**config.mk**
```make
export PLATFORM = sky130hd
export DESIGN_NAME = uart_tx
export DESIGN_NICKNAME = d
export VERILOG_FILES = /design/src/rtl/uart_pkg.sv /design/src/rtl/tx_bit_timer.sv /design/src/rtl/uart_tx.sv
export SDC_FILE = /design/constraint.sdc
export NUM_CORES = 1
export LEC_CHECK = 0
export ABC_AREA = 1
export ABC_CLOCK_PERIOD_IN_PS = 1200
export CELL_PAD_IN_SITES_DETAIL_PLACEMENT = 1
export CELL_PAD_IN_SITES_GLOBAL_PLACEMENT = 2
export CORE_ASPECT_RATIO = 0.6
export CORE_MARGIN = 4
export CORE_UTILIZATION = 32
export DETAILED_ROUTE_END_ITERATION = 10
export DONT_BUFFER_PORTS = 1
export GPL_TIMING_DRIVEN = 1
export PLACE_DENSITY_LB_ADDON = 0.08
export SYNTH_ARGS = -nofsm -noshare
export SYNTH_HDL_FRONTEND = slang
export SYNTH_SLANG_ARGS = --single-unit
```
**constraint.sdc**
```tcl
create_clock -name clk -period 1.2 [get_ports clk]
set_clock_uncertainty 0.05 [all_clocks]
set_input_delay 0.12 -clock clk [delete_from_list [all_inputs] [get_ports clk]]
set_output_delay 0.12 -clock clk [all_outputs]
set_load 0.01 [all_outputs]
```
**src/rtl/uart_pkg.sv**
```systemverilog
// Shared types and line levels for the asynchronous serial link.
// The transmitter and the receiver both use these framing definitions.
package uart_pkg;

    typedef enum logic [2:0] {
        IDLE,
        START,
        DATA,
        PARITY,
        STOP
    } tx_state_t;

    localparam logic IDLE_LEVEL  = 1'b1;
    localparam logic START_LEVEL = 1'b0;
    localparam logic STOP_LEVEL  = 1'b1;

endpackage

```
**src/rtl/tx_bit_timer.sv**
```systemverilog
// Rollover counter that marks the last clock of every serial bit period.
// It has a synchronous clear and an enable, and produces a one-cycle rollover flag.
module tx_bit_timer #(
    parameter int ROLLOVER_VAL = 10,
    parameter int CNT_W        = $clog2(ROLLOVER_VAL + 1)
) (
    input  logic clk,
    input  logic n_rst,
    input  logic clear,
    input  logic enable,
    output logic rollover
);

    localparam logic [CNT_W-1:0] LAST_VAL = CNT_W'(ROLLOVER_VAL - 1);
    localparam logic [CNT_W-1:0] TOP_VAL  = CNT_W'(ROLLOVER_VAL);

    logic [CNT_W-1:0] count;

    assign rollover = enable && (count == LAST_VAL);

    // After a clear, the first period starts counting at 0. Each later period
    // starts at TOP_VAL and then wraps to 1. Either way, every period is
    // exactly ROLLOVER_VAL cycles long.
    always_ff @(posedge clk or negedge n_rst) begin
        if (!n_rst) begin
            count <= '0;
        end else if (clear) begin
            count <= '0;
        end else if (enable) begin
            if (count == TOP_VAL) begin
                count <= CNT_W'(1);
            end else begin
                count <= count + 1'b1;
            end
        end
    end

endmodule

```
**src/rtl/uart_tx.sv**
```systemverilog
// Serial transmitter: start bit, LSB-first data, optional even parity, stop bit.
// Every output is registered from the next-state values, so an accepted request
// is visible on the line in the cycle right after the accepting edge.
module uart_tx
    import uart_pkg::*;
#(
    parameter int CLKS_PER_BIT  = 10,
    parameter int NUM_DATA_BITS = 8,
    parameter int PARITY_EN     = 0
) (
    input  logic                     clk,
    input  logic                     n_rst,
    input  logic                     tx_start,
    input  logic [NUM_DATA_BITS-1:0] tx_data,
    output logic                     serial_out,
    output logic                     tx_busy,
    output logic                     tx_done
);

    localparam int IDX_W = $clog2(NUM_DATA_BITS + 1);
    localparam logic [IDX_W-1:0] LAST_IDX = IDX_W'(NUM_DATA_BITS - 1);

    tx_state_t state;
    tx_state_t next_state;

    logic [NUM_DATA_BITS-1:0] shift_reg;
    logic [NUM_DATA_BITS-1:0] shift_next;
    logic [IDX_W-1:0]         bit_idx;
    logic [IDX_W-1:0]         idx_next;
    logic                     parity_bit;
    logic                     parity_next;
    logic                     serial_next;
    logic                     busy_next;
    logic                     done_next;
    logic                     accept;
    logic                     rollover;

    tx_bit_timer #(
        .ROLLOVER_VAL(CLKS_PER_BIT)
    ) u_bit_timer (
        .clk     (clk),
        .n_rst   (n_rst),
        .clear   (accept),
        .enable  (state != IDLE),
        .rollover(rollover)
    );

    // The line level is derived from the state being entered rather than the
    // current state. Because of this, a request accepted in the tx_done cycle
    // starts its start bit with no idle gap.
    always_comb begin
        next_state  = state;
        shift_next  = shift_reg;
        idx_next    = bit_idx;
        parity_next = parity_bit;
        accept      = 1'b0;
        done_next   = 1'b0;

        case (state)
            IDLE: begin
                if (tx_start) begin
                    accept      = 1'b1;
                    next_state  = START;
                    shift_next  = tx_data;
                    parity_next = ^tx_data;
                end
            end
            START: begin
                if (rollover) begin
                    next_state = DATA;
                    idx_next   = '0;
                end
            end
            DATA: begin
                if (rollover) begin
                    shift_next = shift_reg >> 1;
                    if (bit_idx == LAST_IDX) begin
                        next_state = (PARITY_EN != 0) ? PARITY : STOP;
                    end else begin
                        idx_next = bit_idx + 1'b1;
                    end
                end
            end
            PARITY: begin
                if (rollover) begin
                    next_state = STOP;
                end
            end
            STOP: begin
                if (rollover) begin
                    next_state = IDLE;
                    done_next  = 1'b1;
                end
            end
            default: begin
                next_state = IDLE;
            end
        endcase

        case (next_state)
            START:   serial_next = START_LEVEL;
            DATA:    serial_next = shift_next[0];
            PARITY:  serial_next = parity_next;
            STOP:    serial_next = STOP_LEVEL;
            default: serial_next = IDLE_LEVEL;
        endcase

        busy_next = (next_state != IDLE);
    end

    always_ff @(posedge clk or negedge n_rst) begin
        if (!n_rst) begin
            state      <= IDLE;
            shift_reg  <= '0;
            bit_idx    <= '0;
            parity_bit <= 1'b0;
            serial_out <= IDLE_LEVEL;
            tx_busy    <= 1'b0;
            tx_done    <= 1'b0;
        end else begin
            state      <= next_state;
            shift_reg  <= shift_next;
            bit_idx    <= idx_next;
            parity_bit <= parity_next;
            serial_out <= serial_next;
            tx_busy    <= busy_next;
            tx_done    <= done_next;
        end
    end

endmodule

```
==> flow_metrics.env, run 1 <==
export IMPL_grt_pass1_vias=1294
export IMPL_placed_area_mm2=0.00157
export IMPL_antenna_cells=0
export IMPL_viasPerCell=4.58
export IMPL_grt_max_degree=24
export IMPL_hpwl_um=2780
export IMPL_num_vias=1224
export IMPL_routedWlPerCell_um=13.9
export IMPL_synth_common_cells="64 x nand2_1, 22 x dfrtp_1, 20 x inv_1"
export IMPL_critPathBufInv=2
export IMPL_multi_input_area_um2=818
export IMPL_io_pins=14
export IMPL_synth_edf_count=0
export IMPL_slew_violations=0
export IMPL_worst_path_max_fanout=7
export IMPL_cp_common_cell="nor2_4"
export IMPL_drive_gt1_share_pct=36.7
export IMPL_power_leakage_nw=0.888
export IMPL_crit_slowest_cell="dfrtp_2"
export IMPL_cts_max_level=1
export IMPL_cts_buffer_depth=2
export IMPL_rsz0062_at_grt="true"
export IMPL_routabilityCongestion=0.823
export IMPL_regArea_um2=579
export IMPL_cts_buffers=3
export IMPL_hold_ws_ps=8.21
export IMPL_first_pass_iters=4
export IMPL_stdcell_count=267
export IMPL_hold_path_class="in2reg"
export IMPL_failed_checks="negative setup slack"
export IMPL_placed_cells=251
export IMPL_drt_wl_total_um=3700
export IMPL_maxCapViolations=0
export IMPL_status="complete, but fails checks"
export IMPL_synthCells=176
export IMPL_cp_slowest_stage_delay_ps=460
export IMPL_yosysWarnings=0
export IMPL_post_route_util_pct=48.6
export IMPL_io_buffers=0
export IMPL_ys_async_sr_fraction_pct=100
export IMPL_critPathRequiredTime_ps=1280
export IMPL_crit_type="reg2reg"
export IMPL_ys_ff_latch=23
export IMPL_dieArea_mm2=0.00531
export IMPL_die_h_um=58.1
export IMPL_synth_most_common_cell="nand2_1"
export IMPL_synth_area_leaders="dfrtp_1 41%, nand2_1 18%, inv_1 5.6%, nor2_1 3.9%, nand3_1 3.7%"
export IMPL_synth_area_mm2=0.00134
export IMPL_grt_ovfl_total=0
export IMPL_core_area_mm2=0.00385
export IMPL_grt_pass1_wl_um=6200
export IMPL_arrival_ps=1490
export IMPL_synth_ff_type="dfrtp_1"
export IMPL_largest_register_ffs=8
export IMPL_cp_top_family="simple AND/OR/NAND/NOR gates"
export IMPL_hold_viol_final=0
export IMPL_insertion_delay_ps=260
export IMPL_n_fill_cell=461
export IMPL_antenna_found_initial=0
export IMPL_fin_ws_ps=-207
export IMPL_crit_chain="nor2_4, inv_2, nor2_4, nand2_4, inv_6, nor2_4, nand2_1, o211ai_1"
export IMPL_drc=0
export IMPL_cts_sinks=23
export IMPL_setup_viol=20
export IMPL_tightest_slew_ps=1060
export IMPL_avgSynthCellArea_um2=7.60
export IMPL_relSlewSlack_pct=29.3
export IMPL_synth_cell_type_count=31
export IMPL_start_util_pct=34.7
export IMPL_fp_dieW_um=91.5
export IMPL_yosys_area_top_type_share_pct=41.2
export IMPL_track_usage_pct=14.5
export IMPL_drtIter0Drc=23
export IMPL_fin_nets=223
export IMPL_area_delta_synth_final_pct=39.9
export IMPL_ir_worst_vdd_v=0.000468
export IMPL_cp_start_kind="flop"
export IMPL_clkTransAtPathRegs_ps=80
export IMPL_fmax_mhz=711
export IMPL_seq_area_frac_synth_pct=43.1
export IMPL_min_period_over_period_pct=117
export IMPL_final_cell_area_mm2=0.00187
export IMPL_clockRootBuffer="clkbuf_8"
export IMPL_period_minus_slack_ps=1410
export IMPL_setup_worst_path_end_class="flop"
export IMPL_postRouteAntennaNets=0
export IMPL_syn_num_nets=188
export IMPL_cts_tree="done"
export IMPL_post_synth_top_area_cell="dfrtp_1"
export IMPL_p_per_area_mw_per_mm2=711
export IMPL_num_rows=17
[final cells by class]
| class | instances | area share, % |
|---|---|---|
| Multi-Input combinational cell | 130 | 43.7 |
| Sequential cell | 23 | 30.9 |
| Timing Repair Buffer | 30 | 13.8 |
| Inverter | 23 | 5.28 |
| Tap cell | 57 | 3.81 |
| Clock buffer | 4 | 2.41 |
[metrics by stage]
step	worst slack, ps	power (W)	setup TNS, ps
after floorplan	-92.4	0.000839	-843
after global placement	-203	0.000851	-2410
after detailed placement	-298	0.000854	-3390
after CTS	-206	0.00135	-4860
after global routing	-301	0.00141	-4820
final	-207	0.00133	-3110
[cell usage in the layout (no fill, tap or decap), types with 5 or more instances in the layout]
cell type / count
nand2_1: 57
inv_1: 15
nand2_2: 6
o211ai_1: 6
nor2_1: 8
buf_4: 23
dfrtp_1: 20
nand3_1: 8
inv_2: 5
nor2_4: 7
o21ai_1: 5
[per-layer routing]
metal	up-vias	track usage, %	part of all wire, %
met1	584	21.3	52
met4	0	0.644	0
li1	630	-	-
met2	10	22.7	46
met5	-	0	0
met3	0	3.63	2.5
[what timing repair did]
item	4_1_cts	5_1_grt
hold buffers	2	1
endpoints found under the setup margin	21	45
hold endpoints to repair	24	1
pin swaps	9	14
setup buffers	7	2
gates resized for setup	22	28
[worst paths after layout]
| check | start | endpoint | slack, ps | cells after the start |
|---|---|---|---|---|
| max | state[1]$_DFF_PN0_ | shift_reg[6]$_DFFE_PN0P_ | -210 | 8 |
| min | tx_data[7] | shift_reg[7]$_DFFE_PN0P_ | 8 | 2 |
| max reg2reg | state[1]$_DFF_PN0_ | shift_reg[6]$_DFFE_PN0P_ | -210 | 8 |
| min reg2reg | shift_reg[2]$_DFFE_PN0P_ | shift_reg[2]$_DFFE_PN0P_ | 460 | 2 |
| max in group asynchronous | n_rst | state[0]$_DFF_PN0_ | 310 | 1 |
| min in group asynchronous | n_rst | u_bit_timer.count[1]$_DFFE_PN0P_ | 70 | 1 |
[worst register-to-register path, stage by stage, from the launching register on]
cell,delay [ps]
dfrtp_2,460
nor2_4,140
inv_2,60
nor2_4,160
nand2_4,110
inv_6,90
nor2_4,50
nand2_1,70
o211ai_1,90
[report_power, final]
part,leakage (nW),internal [W],switching (W)
combinational,0.596,0.0000283,0.0000583
clock,0.0228,0.000236,0.000233
sequential,0.270,0.000774,0
[cell families after synthesis]
logic type                 share of synthesized area, %
xor gates and xnor gates                           1.96
adders and majority gates                         0.935
buffers and inverters                              7.02
DFF                                                43.1
and+or+nand+nor                                    37.2
AOI/OAI and AO/OA                                  8.98
muxes                                             0.748
(Power assumes the default switching activity.)
==> run 2: changes to the inputs <==
- CAP_MARGIN: unset -> 20
- SETUP_SLACK_MARGIN: unset -> 0.2
==> flow_metrics.env, run 2 (same netlist as run 1, synthesis figures left out) <==
export IMPL_clockRootBuffer="clkbuf_8"
export IMPL_grt_ovfl_total=0
export IMPL_fp_dieW_um=91.5
export IMPL_status="complete, but fails checks"
export IMPL_p_per_area_mw_per_mm2=705
export IMPL_num_rows=17
export IMPL_setup_worst_path_end_class="flop"
export IMPL_cts_sinks=23
export IMPL_io_pins=14
export IMPL_grt_pass1_vias=1351
export IMPL_drt_wl_total_um=4300
export IMPL_critPathRequiredTime_ps=1350
export IMPL_rsz0062_at_grt="true"
export IMPL_layout_common_cells="57 x nand2_1, 34 x buf_4, 21 x dfrtp_1"
export IMPL_largest_register_ffs=8
export IMPL_cts_buffer_depth=2
export IMPL_power_leakage_nw=0.990
export IMPL_fin_total_pwr_w=0.00139
export IMPL_final_common_cell="nand2_1"
export IMPL_tightest_slew_ps=539
export IMPL_antenna_cells=0
export IMPL_hold_viol_final=0
export IMPL_track_usage_pct=17.1
export IMPL_start_util_pct=34.7
export IMPL_clkTransAtPathRegs_ps=90
export IMPL_crit_path_end="tx_busy$_DFF_PN0_"
export IMPL_hpwl_um=2970
export IMPL_period_minus_slack_ps=1450
export IMPL_rr_endpoint="tx_busy$_DFF_PN0_"
export IMPL_n_fill_cell=482
export IMPL_maxCapViolations=0
export IMPL_postRouteAntennaNets=0
export IMPL_relSlewSlack_pct=63.7
export IMPL_regToRegStartpoint="state[1]$_DFF_PN0_"
export IMPL_cp_start_kind="flop"
export IMPL_io_buffers=0
export IMPL_crit_type="reg2reg"
export IMPL_insertion_delay_ps=270
export IMPL_viasPerCell=4.70
export IMPL_core_area_mm2=0.00385
export IMPL_routedWlPerCell_um=15.3
export IMPL_r2r_setup_slack_ps=-250
export IMPL_die_h_um=58.1
export IMPL_worst_path_max_fanout=2
export IMPL_drc=0
export IMPL_min_period_over_period_pct=121
export IMPL_r2r_cells=6
export IMPL_cts_tree="done"
export IMPL_routabilityCongestion=0.846
export IMPL_drtIter0Drc=48
export IMPL_grt_max_degree=24
export IMPL_cts_buffers=3
export IMPL_finalSetupTns_ps=-3210
export IMPL_setup_viol=21
export IMPL_arrival_ps=1600
export IMPL_failed_checks="negative setup slack"
export IMPL_antenna_found_initial=0
export IMPL_first_pass_iters=4
export IMPL_min_path_cells=2
export IMPL_slew_violations=0
export IMPL_ir_worst_vdd_v=0.000526
export IMPL_fmax_mhz=691
export IMPL_grt_pass1_wl_um=7040
export IMPL_area_delta_synth_final_pct=47.1
export IMPL_dieArea_mm2=0.00531
export IMPL_drive_gt1_share_pct=40.8
export IMPL_fin_nets=236
export IMPL_num_vias=1315
export IMPL_cts_max_level=1
export IMPL_cp_startpoint="state[1]$_DFF_PN0_"
export IMPL_fin_ws_ps=-247
export IMPL_hold_path_class="in2reg"
## run 2: stage by stage
step / instances / hold slack, ps / utilization, % / instance area, µm² / setup WS, ps
final: 280 / 13.7 / 51.1 / 1970 / -247
after global routing: 280 / 9.01 / 51.1 / 1970 / -280
after CTS: 271 / 0.669 / 47.4 / 1830 / -189
after detailed placement: 254 / -225 / 41.3 / 1590 / -257
after global placement: 254 / -225 / 41.3 / 1590 / -211
after floorplan: 176 / -226 / - / 1360 / -92.4
## run 2: what timing repair did
item	4_1_cts	5_1_grt
endpoints found under the setup margin	24	24
buffers inserted	8	8
gates resized for setup	23	17
hold endpoints to repair	26	3
pin swaps	17	16
hold buffers	5	1
## run 2: worst min path at each step
stage,startpoint,endpoint,slack (ps)
floorplan,n_rst,bit_idx[0]$_DFFE_PN0P_,-230
global placement,n_rst,shift_reg[2]$_DFFE_PN0P_,-220
detailed placement,n_rst,shift_reg[2]$_DFFE_PN0P_,-220
CTS,tx_start,u_bit_timer.count[0]$_DFFE_PN0P_,0.7
global route,tx_data[1],shift_reg[1]$_DFFE_PN0P_,9
finish,tx_data[2],shift_reg[2]$_DFFE_PN0P_,10
## run 2: metal layers
layer  track usage, %  wire length, µm
met1             23.5             2220
met2             27.4             1910
met3             4.67              151
met5                0                0
met4             2.58               23
## run 2: where the power goes
| group | leakage, nW | switching [W] | internal, W |
|---|---|---|---|
| logic | 0.694 | 0.0000666 | 0.0000384 |
| registers | 0.271 | 0 | 0.000774 |
| clock network | 0.0255 | 0.000275 | 0.000233 |
## run 2: area by class of cell
class | count | area [µm²] | area share, %
clock inverters | 1 | 5.00 | 0.254
clock buffers | 3 | 41.3 | 2.10
well taps | 57 | 71.3 | 3.63
flip-flops and latches | 23 | 578 | 29.4
multi-input cells | 130 | 813 | 41.3
repair buffers | 43 | 359 | 18.3
inverters | 23 | 98.8 | 5.03
## run 2: critical path, cell delays in order, from the launching register on
cell     delay [ps]
dfrtp_2         450
nor2_4          120
inv_2            60
buf_4           130
o21ai_0         130
o21ai_0         230
o21ai_1         200
==> run 3: changes to the inputs <==
- ABC_AREA: 1 -> unset
- CORE_UTILIZATION: 32 -> 35
==> flow_metrics.env, run 3 <==
export IMPL_fmax_mhz=620
export IMPL_num_vias=1122
export IMPL_relSlewSlack_pct=76.8
export IMPL_post_route_util_pct=56.7
export IMPL_final_common_cell="buf_4"
export IMPL_start_util_pct=37.4
export IMPL_antenna_found_initial=0
export IMPL_r2r_setup_slack_ps=-410
export IMPL_seq_area_frac_synth_pct=46.4
export IMPL_tightest_slew_ps=347
export IMPL_grt_use_met2_pct=27.1
export IMPL_drt_wl_total_um=3520
export IMPL_drtIter0Drc=34
export IMPL_synth_area_leaders="dfrtp_1 44%, nand2_1 6.3%, xnor2_1 4.9%, a22oi_1 4.2%, o21ai_0 3.2%"
export IMPL_fin_ws_ps=-413
export IMPL_cts_sinks=23
export IMPL_cp_slowest_stage_delay_ps=480
export IMPL_viasPerCell=5.19
export IMPL_clkTransAtPathRegs_ps=90
export IMPL_cp_start_kind="flop"
export IMPL_hold_ws_ps=87.9
export IMPL_cp_top_family="simple AND/OR/NAND/NOR gates"
export IMPL_area_delta_synth_final_pct=51.7
export IMPL_yosys_area_top_type_share_pct=44.3
export IMPL_busiest_layer="met2"
export IMPL_die_h_um=54.2
export IMPL_rr_endpoint="serial_out$_DFF_PN1_"
export IMPL_dieArea_mm2=0.00460
export IMPL_cp_startpoint="state[2]$_DFF_PN0_"
export IMPL_arrival_ps=1760
export IMPL_hold_path_class="in2async"
export IMPL_cp_num_cells=5
export IMPL_insertion_delay_ps=270
export IMPL_layout_common_cells="30 x buf_4, 21 x nand2_1, 19 x dfrtp_1"
export IMPL_cts_max_level=1
export IMPL_postRouteAntennaNets=0
export IMPL_synth_common_cells="22 x dfrtp_1, 21 x nand2_1, 8 x o21ai_0"
export IMPL_r2r_cells=5
export IMPL_crit_path_end="serial_out$_DFF_PN1_"
export IMPL_drc=0
export IMPL_synth_ff_type="dfrtp_1"
export IMPL_setup_worst_path_end_class="flop"
export IMPL_synth_edf_count=0
export IMPL_ys_ff_latch=23
export IMPL_final_cell_area_mm2=0.00188
export IMPL_largest_register_ffs=8
export IMPL_fin_nets=184
export IMPL_met3_usage_pct=3.82
export IMPL_synth_area_mm2=0.00124
export IMPL_p_per_area_mw_per_mm2=2100
export IMPL_antenna_cells=0
export IMPL_grt_pass1_wl_um=5800
export IMPL_period_minus_slack_ps=1610
export IMPL_setup_viol=22
export IMPL_cts_buffers=3
export IMPL_regToRegStartpoint="state[2]$_DFF_PN0_"
export IMPL_ir_worst_vdd_v=0.000770
export IMPL_maxCapViolations=0
export IMPL_synth_cell_type_count=40
export IMPL_routedWlPerCell_um=16.3
export IMPL_power_leakage_nw=0.793
export IMPL_routabilityCongestion=0.772
export IMPL_fp_dieW_um=84.9
export IMPL_crit_slowest_cell="dfrtp_2"
export IMPL_critPathBufInv=0
export IMPL_clockRootBuffer="clkbuf_8"
export IMPL_crit_type="reg2reg"
export IMPL_track_usage_pct=16.5
export IMPL_core_area_mm2=0.00332
export IMPL_post_synth_top_area_cell="dfrtp_1"
export IMPL_rsz0062_at_grt="true"
export IMPL_placed_area_mm2=0.00157
export IMPL_min_period_over_period_pct=134
export IMPL_drive_gt1_share_pct=42.7
export IMPL_critPathRequiredTime_ps=1350
export IMPL_cts_buffer_depth=2
export IMPL_io_pins=14
export IMPL_hpwl_um=2400
export IMPL_crit_chain="nor4b_4, a21oi_2, a221o_1, nor2_1, o22ai_1"
export IMPL_n_fill_cell=392
export IMPL_grt_max_degree=24
export IMPL_num_rows=16
export IMPL_slew_violations=0
export IMPL_syn_num_nets=137
export IMPL_grt_pass1_vias=1152
export IMPL_yosysWarnings=0
export IMPL_hold_viol_final=0
export IMPL_io_buffers=0
export IMPL_grt_use_met1_pct=22.9
export IMPL_grt_ovfl_total=0
export IMPL_ys_async_sr_fraction_pct=100
export IMPL_avgSynthCellArea_um2=9.94
export IMPL_status="complete, but fails checks"
export IMPL_failed_checks="negative setup slack"
export IMPL_worst_path_max_fanout=7
export IMPL_synth_most_common_cell="dfrtp_1"
export IMPL_first_pass_iters=4
export IMPL_cts_tree="done"
export IMPL_synthCells=125
## run 3: logic make-up (layout without fill, tap and decap cells)
group / Yosys count / count (layout) / share of synthesized area [%]
adder cells (fa/ha/maj): 1 / 1 / 1.01
flip-flops: 23 / 23 / 46.4
AND/OR/NAND/NOR: 46 / 46 / 22.5
AO/OA/AOI/OAI: 37 / 37 / 20.6
buffers and inverters: 10 / 56 / 3.73
multiplexers: 1 / 1 / 0.806
XOR/XNOR: 7 / 7 / 4.93
## run 3: layer usage
layer,share of wire (%),routed length [µm]
met5,0,0
met3,2.9,101
met2,46,1620
met1,51,1790
met4,0.26,9
## run 3: layout make-up
cell class / count / area (µm²) / area share (%)
Multi-Input combinational cell: 92 / 767 / 40.7
Sequential cell: 23 / 581 / 30.8
Timing Repair Buffer: 46 / 412 / 21.8
Tap cell: 45 / 56.3 / 2.99
Clock buffer: 3 / 41.3 / 2.19
Inverter: 6 / 22.5 / 1.20
Clock inverter: 1 / 5.00 / 0.266
## run 3: worst register-to-register path: stages, from the launching register on
cell     delay [ps]
dfrtp_2         480
nor4b_4         420
a21oi_2          80
a221o_1         340
nor2_1           90
o22ai_1          80
## run 3: how the worst min path moves through the flow
stage	start	end	cells past startpoint
6_report	n_rst	u_bit_timer.count[1]$_DFFE_PN0P_	1
5_1_grt	n_rst	u_bit_timer.count[1]$_DFFE_PN0P_	1
4_1_cts	tx_data[0]	shift_reg[0]$_DFF_PN0_	2
3_5_place_dp	n_rst	bit_idx[0]$_DFFE_PN0P_	0
3_3_place_gp	n_rst	bit_idx[3]$_DFFE_PN0P_	0
2_1_floorplan	n_rst	bit_idx[0]$_DFFE_PN0P_	0
## run 3: through the flow
| stage | instances | setup WS (ps) | TNS (ps) | power [W] |
|---|---|---|---|---|
| detailed placement | 195 | -405 | -4700 | 0.00307 |
| global placement | 195 | -372 | -4140 | 0.00300 |
| finish | 216 | -413 | -5550 | 0.00396 |
| CTS | 213 | -407 | -7250 | 0.00373 |
| global route | 216 | -529 | -7360 | 0.00430 |
| floorplan | 125 | -387 | -2450 | 0.00240 |
## run 3: repair_timing
| item | CTS | global route |
|---|---|---|
| hold endpoints to repair | 33 | 0 |
| endpoints found under the setup margin | 23 | 24 |
| buffers inserted | 5 | 2 |
| pin swaps | 4 | 13 |
| gates resized for setup | 6 | 17 |
| hold buffers | 9 | 0 |
## run 3: where the power goes
| part | leakage, nW | internal [W] | switching [W] |
|---|---|---|---|
| registers | 0.278 | 0.00109 | 0.000281 |
| clock network | 0.0255 | 0.000232 | 0.000251 |
| logic | 0.489 | 0.00113 | 0.000979 |
